$ cat src/rtl/pwm_multi_ch.sv
// rtl/pwm_multi_ch.sv - multi-channel PWM with debounced duty buttons
// Duty changes land in a shadow register and reach the outputs only at period boundaries.
module pwm_multi_ch #(
  parameter int CHANNELS  = 4,
  parameter int WIDTH     = 8,
  parameter int PERIOD    = 100,
  parameter int STEP      = 10,
  parameter int DUTY_INIT = 50,
  parameter int DEB_DIV   = 250000,
  localparam int SEL_W    = (CHANNELS > 1) ? $clog2(CHANNELS) : 1
) (
  input  logic                clk,
  input  logic                rst,
  input  logic                en,
  input  logic                mode,
  input  logic                inc_btn,
  input  logic                dec_btn,
  input  logic [SEL_W-1:0]    ch_sel,
  input  logic                duty_wr_en,
  input  logic [WIDTH-1:0]    duty_wr_data,
  output logic [WIDTH-1:0]    duty_rd,
  output logic [CHANNELS-1:0] pwm_out,
  output logic                period_tick
);

  localparam int DIV_W = (DEB_DIV > 1) ? $clog2(DEB_DIV) : 1;
  localparam logic [DIV_W-1:0] DIV_LAST  = DIV_W'(DEB_DIV - 1);
  localparam logic [WIDTH-1:0] PERIOD_W  = WIDTH'(PERIOD);
  localparam logic [WIDTH-1:0] PERIOD_M1 = WIDTH'(PERIOD - 1);
  localparam logic [WIDTH-1:0] STEP_W    = WIDTH'(STEP);
  localparam logic [WIDTH:0]   STEP_X    = (WIDTH+1)'(STEP);
  localparam logic [WIDTH-1:0] INIT_W    = WIDTH'(DUTY_INIT);

  typedef enum logic {DIR_UP, DIR_DOWN} dir_e;

  logic [DIV_W-1:0]    div_q, div_d;
  logic [1:0]          sync1_q, sync1_d, sync2_q, sync2_d;
  logic [1:0]          deb1_q, deb1_d, deb2_q, deb2_d;
  logic                slow_en;
  logic [1:0]          press;

  logic [WIDTH-1:0]    shadow_q [CHANNELS];
  logic [WIDTH-1:0]    shadow_d [CHANNELS];
  logic [WIDTH-1:0]    active_q [CHANNELS];
  logic [WIDTH-1:0]    active_d [CHANNELS];
  logic [WIDTH-1:0]    cur_duty, new_duty;
  logic [WIDTH:0]      inc_sum;

  logic [WIDTH-1:0]    cnt_q, cnt_d;
  dir_e                dir_q, dir_d;
  logic                mode_q, mode_d;
  logic                en_q, en_d;
  logic [CHANNELS-1:0] pwm_q, pwm_d;
  logic                boundary, start;

  // Index 0 = inc, index 1 = dec; both buttons share one divider so simultaneous presses pulse together.
  always_comb begin
    slow_en = (div_q == DIV_LAST);
    div_d   = slow_en ? '0 : div_q + 1'b1;
    sync1_d = {dec_btn, inc_btn};
    sync2_d = sync1_q;
    deb1_d  = slow_en ? sync2_q : deb1_q;
    deb2_d  = slow_en ? deb1_q  : deb2_q;
    press   = deb1_q & ~deb2_q & {2{slow_en}};
  end

  always_comb begin
    cur_duty = '0;
    for (int i = 0; i < CHANNELS; i++) begin
      if (ch_sel == SEL_W'(i)) cur_duty = shadow_q[i];
    end
    duty_rd = cur_duty;

    inc_sum = {1'b0, cur_duty} + STEP_X;
    if (duty_wr_en)
      new_duty = (duty_wr_data > PERIOD_W) ? PERIOD_W : duty_wr_data;
    else if (press[0])
      new_duty = (inc_sum > {1'b0, PERIOD_W}) ? PERIOD_W : inc_sum[WIDTH-1:0];
    else
      new_duty = (cur_duty >= STEP_W) ? cur_duty - STEP_W : '0;

    for (int i = 0; i < CHANNELS; i++) begin
      shadow_d[i] = shadow_q[i];
      if ((duty_wr_en || press[0] || press[1]) && ch_sel == SEL_W'(i))
        shadow_d[i] = new_duty;
    end
  end

  always_comb begin
    boundary = en & (mode_q ? (dir_q == DIR_DOWN && cnt_q == '0) : (cnt_q == PERIOD_M1));
    start    = en & ~en_q;
    cnt_d    = cnt_q;
    dir_d    = dir_q;
    mode_d   = mode_q;
    en_d     = en;
    active_d = active_q;

    if (!en) begin
      cnt_d = '0;
      dir_d = DIR_UP;
    end else if (boundary) begin
      cnt_d    = '0;
      dir_d    = DIR_UP;
      mode_d   = mode;
      active_d = shadow_q;
    end else if (!mode_q) begin
      cnt_d = cnt_q + 1'b1;
    end else if (dir_q == DIR_UP) begin
      if (cnt_q == PERIOD_M1) dir_d = DIR_DOWN;
      else                    cnt_d = cnt_q + 1'b1;
    end else begin
      cnt_d = cnt_q - 1'b1;
    end

    if (start) active_d = shadow_q;

    // On the first enabled cycle the fresh shadow value must already drive the compare.
    for (int i = 0; i < CHANNELS; i++)
      pwm_d[i] = en & (cnt_q < (start ? shadow_q[i] : active_q[i]));
  end

  always_ff @(posedge clk or posedge rst) begin
    if (rst) begin
      div_q   <= '0;
      sync1_q <= '0;
      sync2_q <= '0;
      deb1_q  <= '0;
      deb2_q  <= '0;
      cnt_q   <= '0;
      dir_q   <= DIR_UP;
      mode_q  <= 1'b0;
      en_q    <= 1'b0;
      pwm_q   <= '0;
      for (int i = 0; i < CHANNELS; i++) begin
        shadow_q[i] <= INIT_W;
        active_q[i] <= INIT_W;
      end
    end else begin
      div_q    <= div_d;
      sync1_q  <= sync1_d;
      sync2_q  <= sync2_d;
      deb1_q   <= deb1_d;
      deb2_q   <= deb2_d;
      cnt_q    <= cnt_d;
      dir_q    <= dir_d;
      mode_q   <= mode_d;
      en_q     <= en_d;
      pwm_q    <= pwm_d;
      shadow_q <= shadow_d;
      active_q <= active_d;
    end
  end

  assign pwm_out     = pwm_q;
  assign period_tick = boundary;

endmodule

$ cat config.mk
export PLATFORM = sky130hd
export DESIGN_NAME = pwm_multi_ch
export DESIGN_NICKNAME = d
export VERILOG_FILES = /design/src/rtl/pwm_multi_ch.sv
export SDC_FILE = /design/constraint.sdc
export NUM_CORES = 1
export LEC_CHECK = 0
export CAP_MARGIN = 30
export CORE_ASPECT_RATIO = 1.75
export CORE_MARGIN = 2
export CORE_UTILIZATION = 61
export CTS_CLUSTER_SIZE = 8
export DETAILED_ROUTE_END_ITERATION = 10
export PLACE_DENSITY = 0.81
export SYNTH_ARGS = -nofsm -noshare
export SYNTH_HDL_FRONTEND = slang
export SYNTH_SLANG_ARGS = --single-unit
$ cat constraint.sdc
create_clock -name clk -period 4.2 [get_ports clk]
set_clock_uncertainty 0.15 [all_clocks]
set_input_delay 1.05 -clock clk [delete_from_list [all_inputs] [get_ports clk]]
set_output_delay 1.05 -clock clk [all_outputs]
set_load 0.01 [all_outputs]
Word-level counts from Yosys, hierarchy flattened
Index checks and enable logic that the tools add are counted.
{ "totals": {"elab_cells": 88, "romBits": 0, "mem_bits_rw": 0, "register_bits": 105, "latchBits": 0, "n_memories": 0, "out_inout_bits": 13} }
{ "classes": {"n_mux": 28, "reduce_logical": 13, "addsub": 5, "n_shift": 0, "n_div": 0, "n_lt_le_gt_ge": 7, "eq_ne": 7, "bitwise_logic": 10, "n_mul": 0} }
{ "op_table": {"columns": ["operator", "count"], "rows": [
  ["8-bit two-way mux", 18],
  ["32-bit two-way mux", 3],
  ["8-bit less-than comparator", 4],
  ["18-bit by 1-bit adder with 18-bit output (second input constant)", 1],
  ["18-bit == test (second input constant)", 1],
  ["18-bit two-way mux", 1],
  ["8-bit by 4-bit adder with 9-bit output (second input constant)", 1],
  ["9-bit by 7-bit > comparator with 1-bit output (second input constant)", 1],
  ["8-bit by 1-bit adder with 8-bit output (second input constant)", 1],
  ["8-bit by 7-bit == test with 1-bit output (second input constant)", 1],
  ["8-bit by 4-bit >= comparator with 1-bit output (second input constant)", 1],
  ["8-bit by 7-bit > comparator with 1-bit output (second input constant)", 1],
  ["8-bit zero test", 1],
  ["8-bit by 1-bit subtractor with 8-bit output (second input constant)", 1],
  ["8-bit by 4-bit subtractor with 8-bit output (second input constant)", 1],
  ["1-bit AND", 6],
  ["1-bit two-way mux", 6],
  ["1-bit logical AND", 5],
  ["5-bit inequality test (second input constant)", 1],
  ["2-bit AND", 2],
  ["2-bit == test (second input constant)", 2],
  ["2-bit AND reduction", 2],
  ["2-bit nonzero test", 2],
  ["3-bit by 1-bit inequality test with 1-bit output (second input constant)", 1],
  ["5 further kinds", 6]
]} }

Logic depth before layout (Yosys ltp)
Gate-level depths: netlist (run 1).
{ "logic_depth": {"word_depth": 10, "mapped_depth": 12, "ltp_nobuf": 10} }

Worst setup path before layout (run 1)
OpenSTA, ideal clock, no wires.
{ "synth_timing": {"path_kind": "input-to-reg", "start": "input port ch_sel[0]", "end": "register shadow_q[16] (netlist name)", "path_stages": 10, "slack_ps": 503, "n_path_buf": 1, "required_ps": 3925, "arrival_ps": 3422, "path_cell_list": "buf_6 -> mux4_2 -> ha_1 -> a211oi_1 -> o211ai_1 -> a32o_1 -> and3_4 -> o21ba_1 -> a22o_1 -> mux2_2"} }
{ "synth_via": {"elab_chain_cells": 10, "word_cells_on_any_way": 17} }
{ "synth_rtl": {"columns": ["element", "line_no", "text"], "rows": [
  ["start: declaration", "18", "input logic [SEL_W-1:0] ch_sel,"],
  ["2-bit zero test", "70", "if (ch_sel == SEL_W'(i)) cur_duty = shadow_q[i];"],
  ["8-bit two-way mux (3 in a row)", "70", null],
  ["8-bit two-way mux (*)", "70", null],
  ["named net duty_rd[2]", "21", "output logic [WIDTH-1:0] duty_rd,"],
  ["8-bit by 4-bit adder with 9-bit output", "74", "inc_sum = {1'b0, cur_duty} + STEP_X;"],
  ["9-bit by 7-bit > comparator with 1-bit output", "78", "new_duty = (inc_sum > {1'b0, PERIOD_W}) ? PERIOD_W : inc_sum[WIDTH-1:0];"],
  ["8-bit two-way mux", "78", null],
  ["8-bit two-way mux (*)", "77", "else if (press[0])"],
  ["8-bit two-way mux (*)", "75", "if (duty_wr_en)"],
  ["end signal: assignment", "149", "shadow_q <= shadow_d;"],
  ["end: declaration", "42", "logic [WIDTH-1:0] shadow_q [CHANNELS];"]
]} }
The timed path passes the listed nets; every way through them passes the cells marked *.
A chain may end at the register's enable or synchronous reset.

Worst setup path in the final report (run 1)
{ "layout_timing": {"start": "input port ch_sel[1]", "end": "output port duty_rd[6]"} }
{ "layout_via": {"elab_chain_cells": 5, "word_cells_on_any_way": 8} }
{ "layout_rtl": {"columns": ["element", "line_no"], "rows": [
  ["2-bit zero test", "70"],
  ["8-bit two-way mux (3 in a row)", "70"],
  ["8-bit two-way mux (*)", "70"],
  ["end: declaration", "21"]
]} }
Mark *: on every way between the ends. The rest lies on a longest branch, timed or not.

==> impl_metrics.py, run 1 <==
metrics = {
    "clocking": {
        "cts_buffer_depth": 2,
        "cts_sinks": 105,
        "clock-root-buffer": "clkbuf_16",
        "clk_pin_slew_ns": 0.07,
        "clk_latency_ns": 0.35,
        "tritoncts": "built",
        "cts_buffers": 9,
        "ctsHoldBuffers": 0,
        "h-tree-depth": 3,
    },
    "routing": {
        "drtIter0Drc": 163,
        "postRouteWirelength_um": 13200,
        "drc_errors": 0,
        "wl_per_cell_um": 19.3,
        "drt_first_pass_iters": 4,
        "vias": 4254,
        "via_per_inst": 6.20,
        "ant_nets": 0,
    },
    "sta": {
        "finalCriticalPeriod_ns": 4.08,
        "final_max_slew_viol_count": 0,
        "finalSetupViolations": 0,
        "worst_slack_ns": 0.121,
        "finalCritPeriodShare_pct": 97.1,
        "fmax_ghz": 0.245,
        "whs_ns": 0.206,
        "rsz0062_at_grt": "false",
        "hold_viol_final": 0,
        "max-slew-margin-rel_pct": 37.5,
        "worst-slew-pin-transition_ns": 0.932,
    },
    "critical_path": {
        "critPathCaptureType": "output port",
        "r2r-start": "shadow_q[25]",
        "worstPathArrival_ns": 2.88,
        "ff2ff_path_depth": 9,
        "worst-endpoint-required_ns": 3.00,
        "crit_fanout": 13,
        "r2r-end": "shadow_q[8]",
        "critPathKind": "in2out",
        "reg2reg_slack_ns": 1.09,
        "startpoint_type": "primary input",
        "crit_start": "ch_sel[1]",
        "crit_path_end": "duty_rd[6]",
    },
    "hold_path": {
        "min_path_type": "reg2reg",
    },
    "synthesis": {
        "synth_edf_count": 0,
        "synthArstFlopShare_pct": 100,
        "ys_warn_count": 0,
        "synth.distinct_cells": 62,
        "synth-seq-cells": 105,
        "syn_area_per_cell_sq_um": 11.6,
        "ys_seq_area_share_pct": 44.9,
        "netlist_instances": 509,
        "synth_flop_cell": "dfrtp_1",
        "syn_nets": 560,
        "synth_area_sq_um": 5920,
    },
    "layout": {
        "final_cell_mix": "81 x dfrtp_1, 68 x mux2_2, 34 x ha_1, 33 x mux2i_1",
        "final_common_cell": "dfrtp_1",
        "nNetsFinal": 610,
        "n_antenna_cell": 0,
        "layout-drive-gt1-share_pct": 28.2,
        "post-route-util_pct": 72.2,
        "area_growth_pct": 15.5,
    },
    "floorplanning": {
        "rows": 47,
        "die_w_um": 78.5,
        "io_pins": 30,
        "die_y_um": 134,
        "start_util_pct": 62.5,
        "die-area_sq_um": 10500,
        "coreArea_sq_um": 9470,
    },
    "global_routing": {
        "antenna_found_initial": 0,
        "grt_pass1_wl_um": 22300,
        "grt_max_degree": 55,
        "grt_usage_pct": 27.5,
        "grt_pass1_vias": 4531,
        "grt_overflow": 0,
    },
    "run": {
        "cap_viol_max_count": 0,
    },
    "place": {
        "dp_slack_ns": -0.0931,
        "portBuffers": 29,
        "hpwlAfterDp_um": 9810,
        "gp_congestion": 0.958,
    },
    "pwr": {
        "power-per-cell-area_nw_per_um2": 588,
        "leakagePower_nw": 3.14,
        "total_power_mw": 4.02,
        "vdd_drop_max_v": 0.000348,
    },
    "status": {
        "status": "finished, final reports clean",
    },
}
## stage by stage
step | instance area [sq um] | TNS, ns | instances
5_1_grt | 6840 | 0 | 686
4_1_cts | 6840 | 0 | 686
6_report | 6840 | 0 | 686
2_1_floorplan | 5920 | 0 | 509
3_3_place_gp | 6520 | -0.146 | 668
3_5_place_dp | 6520 | -0.873 | 668
## timing repair
action,4_1_cts,5_1_grt
endpoints found under the hold margin,0,0
gates resized for setup,0,1
setup endpoints to repair,2,4
setup buffers,2,0
## final cells by class
type | instances | area, sq um
Timing Repair Buffer | 60 | 563
Clock inverter | 6 | 75.1
Inverter | 14 | 55.1
Multi-Input combinational cell | 369 | 3110
Tap cell | 122 | 153
Fill cell | 667 | 2630
Sequential cell | 105 | 2660
Clock buffer | 10 | 229
## power breakdown
part	internal [mW]	total [mW]	switching, mW	leakage, nW
clock	0.472	0.858	0.386	0.146
combinational	0.807	1.53	0.718	1.72
sequential	1.38	1.64	0.255	1.28
total	2.66	4.02	1.36	3.14
## routing by layer
layer | part of all wire [%] | vias to the layer above | GRT usage (%)
li1 | - | 1952 | -
met1 | 37 | 2142 | 30.2
met2 | 54 | 110 | 49.2
met3 | 3.0 | 50 | 4.04
met4 | 5.3 | 0 | 16.7
met5 | 0 | - | 0
## cell usage after synthesis, drive strengths merged (2+ instances only)
cell    number  area (sq um)
a211oi       2          15.0
a21oi       21           105
a221oi       3          38.8
a22o         2          17.5
a31oi        5          31.3
and2         4          25.0
and3         6          42.5
and4b        2          20.0
buf          8          58.8
clkbuf      13          48.8
dfrtp       81          2030
dfstp       24           631
ha          34           425
inv         14          52.6
mux2        68           766
mux2i       33           330
mux4         9           203
nand2       32           120
nand2b       8          50.1
nand3        8          40.0
nand3b       6          45.0
nand4        5          31.3
nor2        33           124
nor2b        2          12.5
nor3         6          40.0
nor3b        5          47.5
nor4         2          12.5
nor4b        2          17.5
o21a         4          30.0
o21ai       18          90.1
o31ai        2          20.0
or3          3          18.8
xnor2       13           114
xor2        13           114
## registers in the layout (all words and copies together) (netlist names), 2 cells and up
name and flops:
active_q 32, shadow_q 32, deb2_q 2, sync1_q 2, pwm_out 4, sync2_q 2, cnt_q 8, deb1_q 2
div_q 18
## how the worst min path moves through the flow
stage | startpoint | to | slack, ns | depth (start not counted)
after floorplan | sync1_q[0] | sync2_q[0] | 0.18 | 0
after global placement | sync1_q[1] | sync2_q[1] | 0.19 | 0
after detailed placement | sync1_q[0] | sync2_q[0] | 0.19 | 0
after CTS | sync1_q[1] | sync2_q[1] | 0.21 | 0
after global routing | sync1_q[1] | sync2_q[1] | 0.22 | 0
final | sync1_q[1] | sync2_q[1] | 0.21 | 0
## logic make-up after synthesis
logic type,share of synthesized area (%)
and+or+nand+nor,11.2
muxes,21.9
DFF,44.9
AOI/OAI and AO/OA,8.22
buffers and inverters,2.71
adders and majority gates,7.19
xor gates and xnor gates,3.85
## worst max-delay path, stage by stage
cell and delay [ns]:
clkdlybuf4s50_1 0.53, buf_12 0.16, mux4_2 0.61, clkdlybuf4s50_1 0.52
Note: power is estimated with default switching activity, not from simulation.
==> run 2, diff against run 1 <==
--- a/config.mk
+++ b/config.mk
@@ -8,10 +8,10 @@
 export CAP_MARGIN = 30
 export CORE_ASPECT_RATIO = 1.75
 export CORE_MARGIN = 2
-export CORE_UTILIZATION = 61
+export CORE_UTILIZATION = 60
 export CTS_CLUSTER_SIZE = 8
 export DETAILED_ROUTE_END_ITERATION = 10
-export PLACE_DENSITY = 0.81
+export PLACE_DENSITY = 0.8
 export SYNTH_ARGS = -nofsm -noshare
 export SYNTH_HDL_FRONTEND = slang
 export SYNTH_SLANG_ARGS = --single-unit
==> impl_metrics.py, run 2 (same netlist as run 1, synthesis figures left out) <==
metrics = {
    "status": {
        "status": "finished, final reports clean",
    },
    "sta": {
        "rsz0062_at_grt": "false",
        "finalSetupTns_ns": 0,
        "final_max_slew_viol_count": 0,
        "finalSetupViolations": 0,
        "finalCritPeriodShare_pct": 96.2,
        "hold_viol_final": 0,
        "worst-slew-pin-transition_ns": 0.808,
        "fmax_ghz": 0.247,
        "finalCriticalPeriod_ns": 4.04,
        "whs_ns": 0.206,
        "max-slew-margin-rel_pct": 45.6,
    },
    "layout": {
        "nNetsFinal": 613,
        "final_common_cell": "dfrtp_1",
        "final_cell_mix": "81 x dfrtp_1, 68 x mux2_2, 34 x ha_1, 33 x mux2i_1",
        "post-route-util_pct": 70.3,
        "n_antenna_cell": 0,
        "layout-drive-gt1-share_pct": 28.6,
        "stdcell_area_sq_um": 6840,
        "top_regs": "active_q: 32 flops, shadow_q: 32 flops, div_q: 18 flops",
        "area_growth_pct": 15.5,
    },
    "routing": {
        "wl_per_cell_um": 18.3,
        "drtIter0Drc": 171,
        "postRouteWirelength_um": 12600,
        "drt_first_pass_iters": 4,
        "vias": 4131,
        "via_per_inst": 5.97,
        "ant_nets": 0,
        "drc_errors": 0,
    },
    "critical_path": {
        "r2r-start": "div_q[0]",
        "cp_slowest_cell": "mux4_2",
        "worstPathCellList": "clkdlybuf4s50_1 > buf_12 > mux4_2 > clkdlybuf4s50_1",
        "r2r-end": "shadow_q[16]",
        "worst-endpoint-required_ns": 3.00,
        "crit_fanout": 13,
        "ff2ff_path_depth": 7,
        "critPathKind": "in2out",
        "worstPathArrival_ns": 2.84,
        "critPathCaptureType": "output port",
        "critPathMaxStageDelay_ns": 0.60,
        "cp_common_cell": "clkdlybuf4s50_1",
        "reg2reg_slack_ns": 1.16,
        "startpoint_type": "primary input",
    },
    "floorplanning": {
        "io_pins": 30,
        "die-area_sq_um": 10700,
        "start_util_pct": 60.9,
        "coreArea_sq_um": 9730,
        "rows": 48,
        "die_w_um": 79.1,
        "die_y_um": 135,
    },
    "pwr": {
        "power_frac_comb_pct": 38.3,
        "seqPwrFrac_pct": 41.4,
        "total_power_mw": 3.93,
        "power-per-cell-area_nw_per_um2": 574,
        "internal_power_mw": 2.60,
        "vdd_drop_max_v": 0.000414,
        "swShare_pct": 33.8,
        "clockPowerShare_pct": 20.3,
        "leakagePower_nw": 3.13,
        "netSwitchingPower_mw": 1.33,
    },
    "place": {
        "gp_congestion": 0.902,
        "place_area_sq_um": 6560,
        "hpwlAfterDp_um": 9620,
        "portBuffers": 29,
    },
    "hold_path": {
        "whs_path_depth": 0,
        "holdCritStartpoint": "sync1_q[1]",
        "min_path_type": "reg2reg",
        "min_to": "sync2_q[1]",
    },
    "global_routing": {
        "grt_overflow": 0,
        "grt_pass1_wl_um": 21200,
        "antenna_found_initial": 0,
        "grt_pass1_vias": 4305,
        "grt_max_degree": 69,
        "grt_usage_pct": 25.7,
    },
    "clocking": {
        "clk_latency_ns": 0.35,
        "cts_buffers": 9,
        "cts_buffer_depth": 2,
        "clk_pin_slew_ns": 0.07,
        "clock-root-buffer": "clkbuf_16",
        "cts_sinks": 105,
        "ctsHoldBuffers": 0,
        "tritoncts": "built",
        "h-tree-depth": 3,
    },
    "run": {
        "cap_viol_max_count": 0,
    },
}
run 2: changes by cell type in the layout (fill, tap and decap cells not counted), sizes merged:
cell	before	now
bufinv	1	0
dlygate4sd2	0	1
clkinv	1	2
clkinvlp	1	2
inv	17	16
dlymetal6s2s	1	0
buf	31	34
run 2: critical path, delay by kind of cell:
kind / cells / cell delay, ns
buffers and inverters: 3 / 1.18
muxes: 1 / 0.60
run 2: timing repair:
item	4_1_cts	5_1_grt
setup endpoints to repair	2	0
gates resized for setup	1	0
setup buffers	0	0
run 2: layout make-up:
cell class / count / area (sq um)
Tap cell: 125 / 156
Timing Repair Buffer: 63 / 577
Inverter: 14 / 55.1
Clock inverter: 6 / 53.8
Multi-Input combinational cell: 369 / 3110
Sequential cell: 105 / 2660
Clock buffer: 10 / 229
Fill cell: 729 / 2890
run 2: how the worst max path moves through the flow:
stage | start | end | slack, ns
6_report | ch_sel[1] | duty_rd[6] | 0.16
2_1_floorplan | rst | active_q[0] | 0.28
3_3_place_gp | ch_sel[0] | shadow_q[24] | -0.05
5_1_grt | ch_sel[1] | duty_rd[6] | 0.12
3_5_place_dp | ch_sel[0] | shadow_q[16] | -0.1
4_1_cts | ch_sel[1] | duty_rd[6] | 0.15
run 2: power by group through the flow:
stage	logic, mW	registers, mW	clock network (mW)
6_report	1.50	1.62	0.797
5_1_grt	1.65	1.67	0.854
4_1_cts	1.51	1.62	0.811
3_5_place_dp	1.49	1.64	0
3_3_place_gp	1.45	1.61	0
2_1_floorplan	1.03	1.54	0
run 2: per-stage QoR:
stage	setup WS, ns	std cells
after floorplan	0.279	509
after global placement	-0.0505	675
after detailed placement	-0.0993	676
after CTS	0.155	692
after global routing	0.115	692
final	0.159	692
run 2: per-layer routing:
layer	global-route usage [%]	wire (um)
met2	46.3	6950
met4	12.1	446
met1	29.3	4900
met5	0	0
met3	3.87	342
